===== src/rtl/wb_regfile.sv =====
// wb_regfile: writeback stage and general register file.
//
// Takes the MEM/WB bundle, decodes the destination register and the writeback
// source, and commits the result into a 32x32 register file. Two combinational
// read ports for decode pass a write from the same cycle straight through. The
// committed write goes to the hazard/forwarding unit. Two counters track retired
// instructions and committed writes for trace and debug.
//
// Ports:
//   clk        system clock; all state changes on the rising edge
//   reset      asynchronous, active-low; clears the registers and counters
//   IR_W       W-stage instruction
//   PC8_W      PC+8 of the W-stage instruction (link value)
//   AO_W       ALU result
//   DR_W       load data from data memory
//   WriteEn_W  write enable from the MEM/WB register
//   A1, A2     read addresses
//   RD1, RD2   read data (combinational, with same-cycle write bypass)
//   WbAddr     effective destination this cycle, 0 when nothing commits
//   WbData     selected writeback data
//   WbEn       a register commits at the next rising edge
//   RetireCnt  number of nonzero IRs retired (wraps)
//   WriteCnt   number of committed register writes (wraps)

module wb_regfile #(
    parameter int RETIRE_W = 32
) (
    input  logic                clk,
    input  logic                reset,
    input  logic [31:0]         IR_W,
    input  logic [31:0]         PC8_W,
    input  logic [31:0]         AO_W,
    input  logic [31:0]         DR_W,
    input  logic                WriteEn_W,
    input  logic [4:0]          A1,
    input  logic [4:0]          A2,
    output logic [31:0]         RD1,
    output logic [31:0]         RD2,
    output logic [4:0]          WbAddr,
    output logic [31:0]         WbData,
    output logic                WbEn,
    output logic [RETIRE_W-1:0] RetireCnt,
    output logic [RETIRE_W-1:0] WriteCnt
);

    localparam logic [5:0] OP_RTYPE = 6'h00;
    localparam logic [5:0] OP_JAL   = 6'h03;
    localparam logic [5:0] OP_ADDIU = 6'h09;
    localparam logic [5:0] OP_ORI   = 6'h0D;
    localparam logic [5:0] OP_LUI   = 6'h0F;
    localparam logic [5:0] OP_LW    = 6'h23;
    localparam logic [5:0] FN_JR    = 6'h08;
    localparam logic [5:0] FN_JALR  = 6'h09;

    typedef enum logic [1:0] {
        SRC_ALU,
        SRC_MEM,
        SRC_LINK
    } wb_src_e;

    logic [31:0]         regs_q [32];
    logic [RETIRE_W-1:0] retire_q, retire_d;
    logic [RETIRE_W-1:0] write_q, write_d;

    logic [5:0] op;
    logic [5:0] funct;
    logic [4:0] rt;
    logic [4:0] rd;
    logic       has_dest;
    logic [4:0] dest;
    wb_src_e    src;
    logic       wb_en;

    // rs, shamt and the upper immediate bits play no part in writeback.
    logic unused_ir;
    assign unused_ir = ^{IR_W[25:21], IR_W[10:6]};

    assign op    = IR_W[31:26];
    assign funct = IR_W[5:0];
    assign rt    = IR_W[20:16];
    assign rd    = IR_W[15:11];

    // Destination and source decode. Anything without a destination (sw,
    // branches, j, jr, unknown opcodes) falls back to the ALU source so that
    // WbData stays deterministic.
    always_comb begin
        has_dest = 1'b0;
        dest     = 5'd0;
        src      = SRC_ALU;
        unique case (op)
            OP_RTYPE: begin
                if (funct == FN_JALR) begin
                    has_dest = 1'b1;
                    dest     = rd;
                    src      = SRC_LINK;
                end else if (funct != FN_JR) begin
                    has_dest = 1'b1;
                    dest     = rd;
                end
            end
            OP_ADDIU, OP_ORI, OP_LUI: begin
                has_dest = 1'b1;
                dest     = rt;
            end
            OP_LW: begin
                has_dest = 1'b1;
                dest     = rt;
                src      = SRC_MEM;
            end
            OP_JAL: begin
                has_dest = 1'b1;
                dest     = 5'd31;
                src      = SRC_LINK;
            end
            default: ;
        endcase
    end

    // A bubble decodes as rd=0, so it can never commit. Holding reset low
    // also blocks commit and disables the bypass.
    assign wb_en = reset & WriteEn_W & has_dest & (dest != 5'd0);

    always_comb begin
        case (src)
            SRC_MEM:  WbData = DR_W;
            SRC_LINK: WbData = PC8_W;
            default:  WbData = AO_W;
        endcase
    end

    assign WbEn   = wb_en;
    assign WbAddr = wb_en ? dest : 5'd0;

    // Read ports: $0 is hard zero. The bypass makes a write visible in the
    // cycle it is presented, before it reaches the array.
    assign RD1 = (!reset || A1 == 5'd0)  ? 32'd0  :
                 (wb_en && A1 == WbAddr) ? WbData : regs_q[A1];
    assign RD2 = (!reset || A2 == 5'd0)  ? 32'd0  :
                 (wb_en && A2 == WbAddr) ? WbData : regs_q[A2];

    always_comb begin
        retire_d = retire_q;
        write_d  = write_q;
        if (IR_W != 32'd0) retire_d = retire_q + RETIRE_W'(1);
        if (wb_en)         write_d  = write_q + RETIRE_W'(1);
    end

    always_ff @(posedge clk or negedge reset) begin
        if (!reset) begin
            for (int i = 0; i < 32; i++) regs_q[i] <= 32'd0;
            retire_q <= '0;
            write_q  <= '0;
        end else begin
            if (wb_en) regs_q[WbAddr] <= WbData;
            retire_q <= retire_d;
            write_q  <= write_d;
        end
    end

    assign RetireCnt = retire_q;
    assign WriteCnt  = write_q;

endmodule


===== config.mk =====
export PLATFORM = sky130hd
export DESIGN_NAME = wb_regfile
export DESIGN_NICKNAME = d
export VERILOG_FILES = /design/src/rtl/wb_regfile.sv
export SDC_FILE = /design/constraint.sdc
export NUM_CORES = 2
export LEC_CHECK = 0
export ABC_AREA = 0
export CORE_MARGIN = 2
export CORE_UTILIZATION = 62
export DETAILED_ROUTE_END_ITERATION = 7
export PLACE_DENSITY = 0.82
export SLEW_MARGIN = 20
export SYNTH_ARGS = -nofsm -noshare
export SYNTH_HDL_FRONTEND = slang
export SYNTH_SLANG_ARGS = --single-unit

===== constraint.sdc =====
create_clock -name clk -period 13.2 [get_ports clk]
set_input_delay 2.64 -clock clk [delete_from_list [all_inputs] [get_ports clk]]
set_output_delay 2.64 -clock clk [all_outputs]
set_load 0.02 [all_outputs]

# --- Word-level counts from Yosys, hierarchy flattened ---
# Cells that the tools add are included.
word_totals:
  ff_bits: 1088
op_classes:
  addsub: 2
  n_lt_le_gt_ge: 4
  n_eq_ne: 11
  n_mux: 23
  bitwise: 6
  reduce_logical: 13
ops:
  columns: ["op", "count"]
  rows:
  - ["1024-bit bitwise mux", 1]
  - ["32-bit binary-select mux with 5-bit select", 2]
  - ["32-bit two-way mux", 9]
  - ["32-bit demux with 5-bit select", 1]
  - ["32-bit by 1-bit adder with 32-bit output (second input constant)", 2]
  - ["32-bit case mux with 2 select lines", 1]
  - ["32-bit nonzero test", 1]
  - ["6-bit by 4-bit equality test with 1-bit output (second input constant)", 4]
  - ["6-bit >= comparator (second input constant)", 3]
  - ["5-bit NOT with 6-bit output", 3]
  - ["5-bit two-way mux", 3]
  - ["5-bit case mux with 3 select lines", 1]
  - ["5-bit equality test", 2]
  - ["5-bit logical NOT", 2]
  - ["6-bit by 2-bit equality test with 1-bit output (second input constant)", 1]
  - ["6-bit equality test (second input constant)", 1]
  - ["6-bit logical NOT", 1]
  - ["6-bit by 1-bit < comparator with 1-bit output (second input constant)", 1]
  - ["6-bit by 4-bit inequality test with 1-bit output (second input constant)", 1]
  - ["2-bit case mux with 3 select lines", 1]
  - ["5-bit nonzero test", 1]
  - ["5-bit OR reduction", 1]
  - ["4-bit OR reduction", 1]
  - ["1-bit bitwise AND", 3]
  - ["8 further kinds", 12]

# --- Longest topological paths before layout ---
depth:
  word_depth: 13
  ltp_mapped: 13
  depth_no_buf: 10

# --- Worst setup path after synthesis ---
# No wires, ideal clock.
synth_path:
  path_type: "input-to-output"
  start: "input port IR_W[1]"
  end: "output port RD2[10]"
  arrival_time_ns: 5.722
  required_ns: 10.560
  setup_slack_ns: 4.838
  path_stages: 10
  path_cell_list: "or4_1 -> clkbuf_1 -> or4b_2 -> nor2_1 -> nor2_1 -> ha_1 -> clkbuf_1 -> clkbuf_1 -> a21oi_1 -> a211oi_1"
synth_between:
  elab_chain_cells: 11
  elab_cells_between_ends: 21
synth_lines:
  columns: ["item", "line", "text"]
  rows:
  - ["start, declared", "30", "input logic [31:0] IR_W,"]
  - ["6-bit by 4-bit inequality test with 1-bit output", "96", "end else if (funct != FN_JR) begin"]
  - ["5-bit two-way mux / 1-bit two-way mux (equally long branches)", "96", null]
  - ["5-bit two-way mux / 1-bit two-way mux (equally long branches)", "92", "if (funct == FN_JALR) begin"]
  - ["5-bit case mux with 3 select lines / 1-bit case mux with 2 select lines (equally long branches)", "90", "unique case (op)"]
  - ["5-bit nonzero test / 1-bit bitwise AND (equally long branches)", "121", "assign wb_en = reset & WriteEn_W & has_dest & (dest != 5'd0);"]
  - ["1-bit bitwise AND", "121", null]
  - ["5-bit two-way mux", "132", "assign WbAddr = wb_en ? dest : 5'd0;"]
  - ["5-bit equality test", "139", "(wb_en && A2 == WbAddr) ? WbData : regs_q[A2];"]
  - ["1-bit logical AND", "139", null]
  - ["32-bit two-way mux *", "139", null]
  - ["32-bit two-way mux *", "138", "assign RD2 = (!reset || A2 == 5'd0) ? 32'd0 :"]
  - ["end, declared", "38", "output logic [31:0] RD2,"]
# Mark *: on every way between the ends. The rest lies on a longest branch, timed or not.

# --- Final worst setup path ---
layout_path:
  start: "input port IR_W[31]"
  end: "output port RD2[3]"
layout_between:
  elab_chain_cells: 10
  elab_cells_between_ends: 22
layout_lines:
  columns: ["item", "line"]
  rows:
  - ["6-bit equality test (tied with other cells)", "90"]
  - ["4-bit OR reduction (no source line) / 5-bit OR reduction (equally long branches)", null]
  - ["5-bit case mux with 3 select lines / 1-bit case mux with 2 select lines (equally long branches)", "90"]
  - ["5-bit nonzero test / 1-bit bitwise AND (equally long branches)", "121"]
  - ["1-bit bitwise AND", "121"]
  - ["5-bit two-way mux", "132"]
  - ["5-bit equality test", "139"]
  - ["1-bit logical AND", "139"]
  - ["32-bit two-way mux *", "139"]
  - ["32-bit two-way mux *", "138"]
# Marked as above.

==> summary.txt <==
Timing
  – Max Transition Viols Final: 0
  – Slew headroom: 0.193
  – Fin crit share: 0.832
  – Worst-Margin Slew: 1.21 ns
  – Clock Skew: 0.0112 ns
  – Sum of negative setup slack: 0 ns
  – Worst hold slack: 0.391 ns
  – Fmax: 0.0911 GHz
  – Minimum clock period: 10.98 ns
  – RSZ-0062 raised after global routing: no
  – Worst Setup Slack, final: 2.22 ns
  – Final Hold Fails: 0
  – Setup violators final: 0

Die
  – Die Ht: 306 um
  – Initial core utilization: 0.626
  – Site Rows: 110
  – Die area: 93500 um2
  – Core ar.: 90100 um2
  – Die extent in x: 306 um
  – I/O pin total: 307

Yosys
  – Synth Instances: 4854
  – Post-synthesis cell area: 56500 um2
  – EDFF count, synth: 0
  – Largest cells by area after synthesis: dfrtp_1 (48%), mux4_2 (26%), o21ai_0 (8.8%)
  – Synth top cells by count: dfrtp_1 (1088), nand2_1 (1030), o21ai_0 (995)
  – Syn_nets: 4999
  – Seq cells post-synth: 1088
  – Synth top area share: 0.482
  – Async S/R FF share, synth: 1.00
  – Seq/Total Area, Yosys: 0.482
  – Cell taking the most area after synthesis: dfrtp_1
  – Post-synthesis area per instance: 11.6 um2
  – Main flop type after synthesis: dfrtp_1
  – Most common cell in the netlist: dfrtp_1
  – Count of different cell masters after synthesis: 47
  – Synth warn: 0

Run status
  – Failing checks: design-rule violations
  – Status: finished, violations left

Worst setup path
  – Crit path kind: in2out
  – Worst path cell trace: clkdlybuf4s50_1, nor4_2, a32oi_1, nor2_1, o31ai_4, a211oi_4, buf_4, a211oi_1, a211oi_1, clkdlybuf4s50_1
  – Setup crit end kind: output port
  – Bufs and invs on worst path: 3
  – Slowest CP cell: a211oi_1
  – Startpoint types: primary input
  – CP max FO: 62
  – Critical path arrival: 8.34 ns
  – Kind of cell adding the most delay to the critical path: compound AO/OA/AOI/OAI gates
  – Critical path's largest stage delay: 0.89 ns
  – Worst Path Required: 10.56 ns

Global route
  – Met1 Track Usage GR: 0.502
  – GRT Total Usage: 0.399
  – Gr busiest metal: met2
  – Met3 usage: 0.135
  – First-pass GRT wire length: 278000 um
  – Initial antenna violation count: 5
  – Vias in the first global route: 46.0k
  – GRT overflow: 0
  – Largest net degree at the start of global routing: 158
  – GR Util met2: 0.605

Route
  – Post-route antenna net violation count: 0
  – WL final: 183000 um
  – Drt drc: 1
  – Routed vias/inst: 7.25
  – Wire per inst: 30.0 um
  – Drt pass-1 iters: 8
  – Via count: 44.3k
  – Initial DRC Count: 6503

Clock tree
  – CTS tree: yes
  – Clock-pin slew on the worst setup and hold paths: 0.06 ns
  – Num Clock Sinks: 1088
  – Total CTS buffers: 110
  – Hold Buf Count CTS: 0
  – Clock Tree Buf Depth: 3
  – Clock root cell: clkbuf_16
  – Post-CTS Resized: 0
  – H-Tree Depth: 3
  – Total setup buffers inserted after CTS: 0
  – Clk_lat worst skew: 0.69 ns

Cells and area
  – Synth-to-Final Area Change: 13.3%
  – Final nets: 4991
  – Number of fillers in the final layout: 5719
  – Layout cells sized above 1: 0.208

Place
  – DP Worst Slack: 2.21 ns
  – Input/output buffers: 306
  – HPWL Detailed: 102000 um
  – GPL Wtd Cong: 0.868

Power
  – Comb pwr share: 0.074
  – Pint: 5.33 mW
  – Clock power share: 0.448
  – Sw Ratio: 0.245
  – Leakage power: 26.3 nW
  – Reg power frac: 0.478
  – Pwr dens: 110 nW/um2
  – Max IR drop VDD: 0.125 mV
  – Switching Power: 1.73 mW

Job
  – Max cap viols: 0

Worst hold path
  – HP Class: reg2reg
layout make-up:
| type | count | area (um2) | share of cell area |
|---|---|---|---|
| multi-input combinational | 3204 | 27500 | 0.430 |
| sequential | 1088 | 27200 | 0.425 |
| timing repair buffer | 403 | 4030 | 0.0630 |
| clock buffer | 148 | 3080 | 0.0481 |
| tap | 1176 | 1470 | 0.0230 |
| clock inverter | 48 | 528 | 0.00825 |
| inverter | 39 | 146 | 0.00229 |
| antenna | 1 | 2.50 | 0.0000391 |
logic make-up (layout without fill, tap and decap cells):
logic type	Yosys count	count (layout)	synth area share
xor gates and xnor gates	70	70	0.0109
adders and majority gates	4	4	0.000886
buffers and inverters	562	638	0.0379
DFF	1088	1088	0.482
AOI/OAI and AO/OA	1207	1207	0.119
other	0	1	0
muxes	641	641	0.255
and+or+nand+nor	1282	1282	0.0935
power by group through the flow:
stage	sequential, mW	clock (mW)	combinational [mW]
3_5_place_dp	3.43	0	0.516
3_3_place_gp	3.43	0	0.511
6_report	3.37	3.16	0.525
5_1_grt	3.37	3.30	0.556
4_1_cts	3.37	3.16	0.518
2_1_floorplan	3.43	0	0.272
state kept, by name, indices dropped and copies added (netlist names):
name / cells
RetireCnt: 32
WriteCnt: 32
regs_q: 1024
path summary, 6_finish.rpt:
path,start,endpoint,slack (ns),depth (start not counted)
setup / recovery,IR_W[31],RD2[3],2.22,10
hold / removal,regs_q[1011],regs_q[1011],0.39,0
setup reg to reg,WriteCnt[4],WriteCnt[21],10.69,7
hold reg to reg,regs_q[1011],regs_q[1011],0.39,0
max in group asynchronous,reset,regs_q[660],6.56,6
min in group asynchronous,reset,regs_q[698],1.92,1
stage by stage:
step	cells	area [um2]	utilization	power, mW
6_report	6107	64000	0.710	7.06
5_1_grt	6106	64000	0.710	7.23
4_1_cts	6099	63800	0.708	7.05
3_5_place_dp	5903	60200	0.668	3.95
3_3_place_gp	5903	60200	0.668	3.94
2_1_floorplan	4854	56500	-	3.70
metal layers:
metal	wire, um	vias up
li1	-	17728
met1	61300	22137
met2	84300	3554
met3	25300	879
met4	12400	8
met5	46	-
cells in the final DEF (no fill, tap or decap), types with 6 or more instances in the layout:
cell,count
clkinv_2,24
dfrtp_1,1088
nand4_1,31
a211oi_1,66
nand2_1,1024
buf_12,9
clkbuf_16,110
a22oi_1,32
clkinvlp_4,6
a211oi_2,30
nand3_1,24
o21ai_0,995
and3_1,16
buf_4,85
nand3_4,12
inv_1,38
clkbuf_1,20
bufinv_16,8
mux4_2,640
and2_1,6
nor2b_1,69
a21oi_2,30
clkbuf_8,18
xor2_1,12
clkdlybuf4s50_1,295
xnor2_1,58
nor2_1,61
a221oi_1,32
Note: power is estimated with default switching activity, not from simulation.
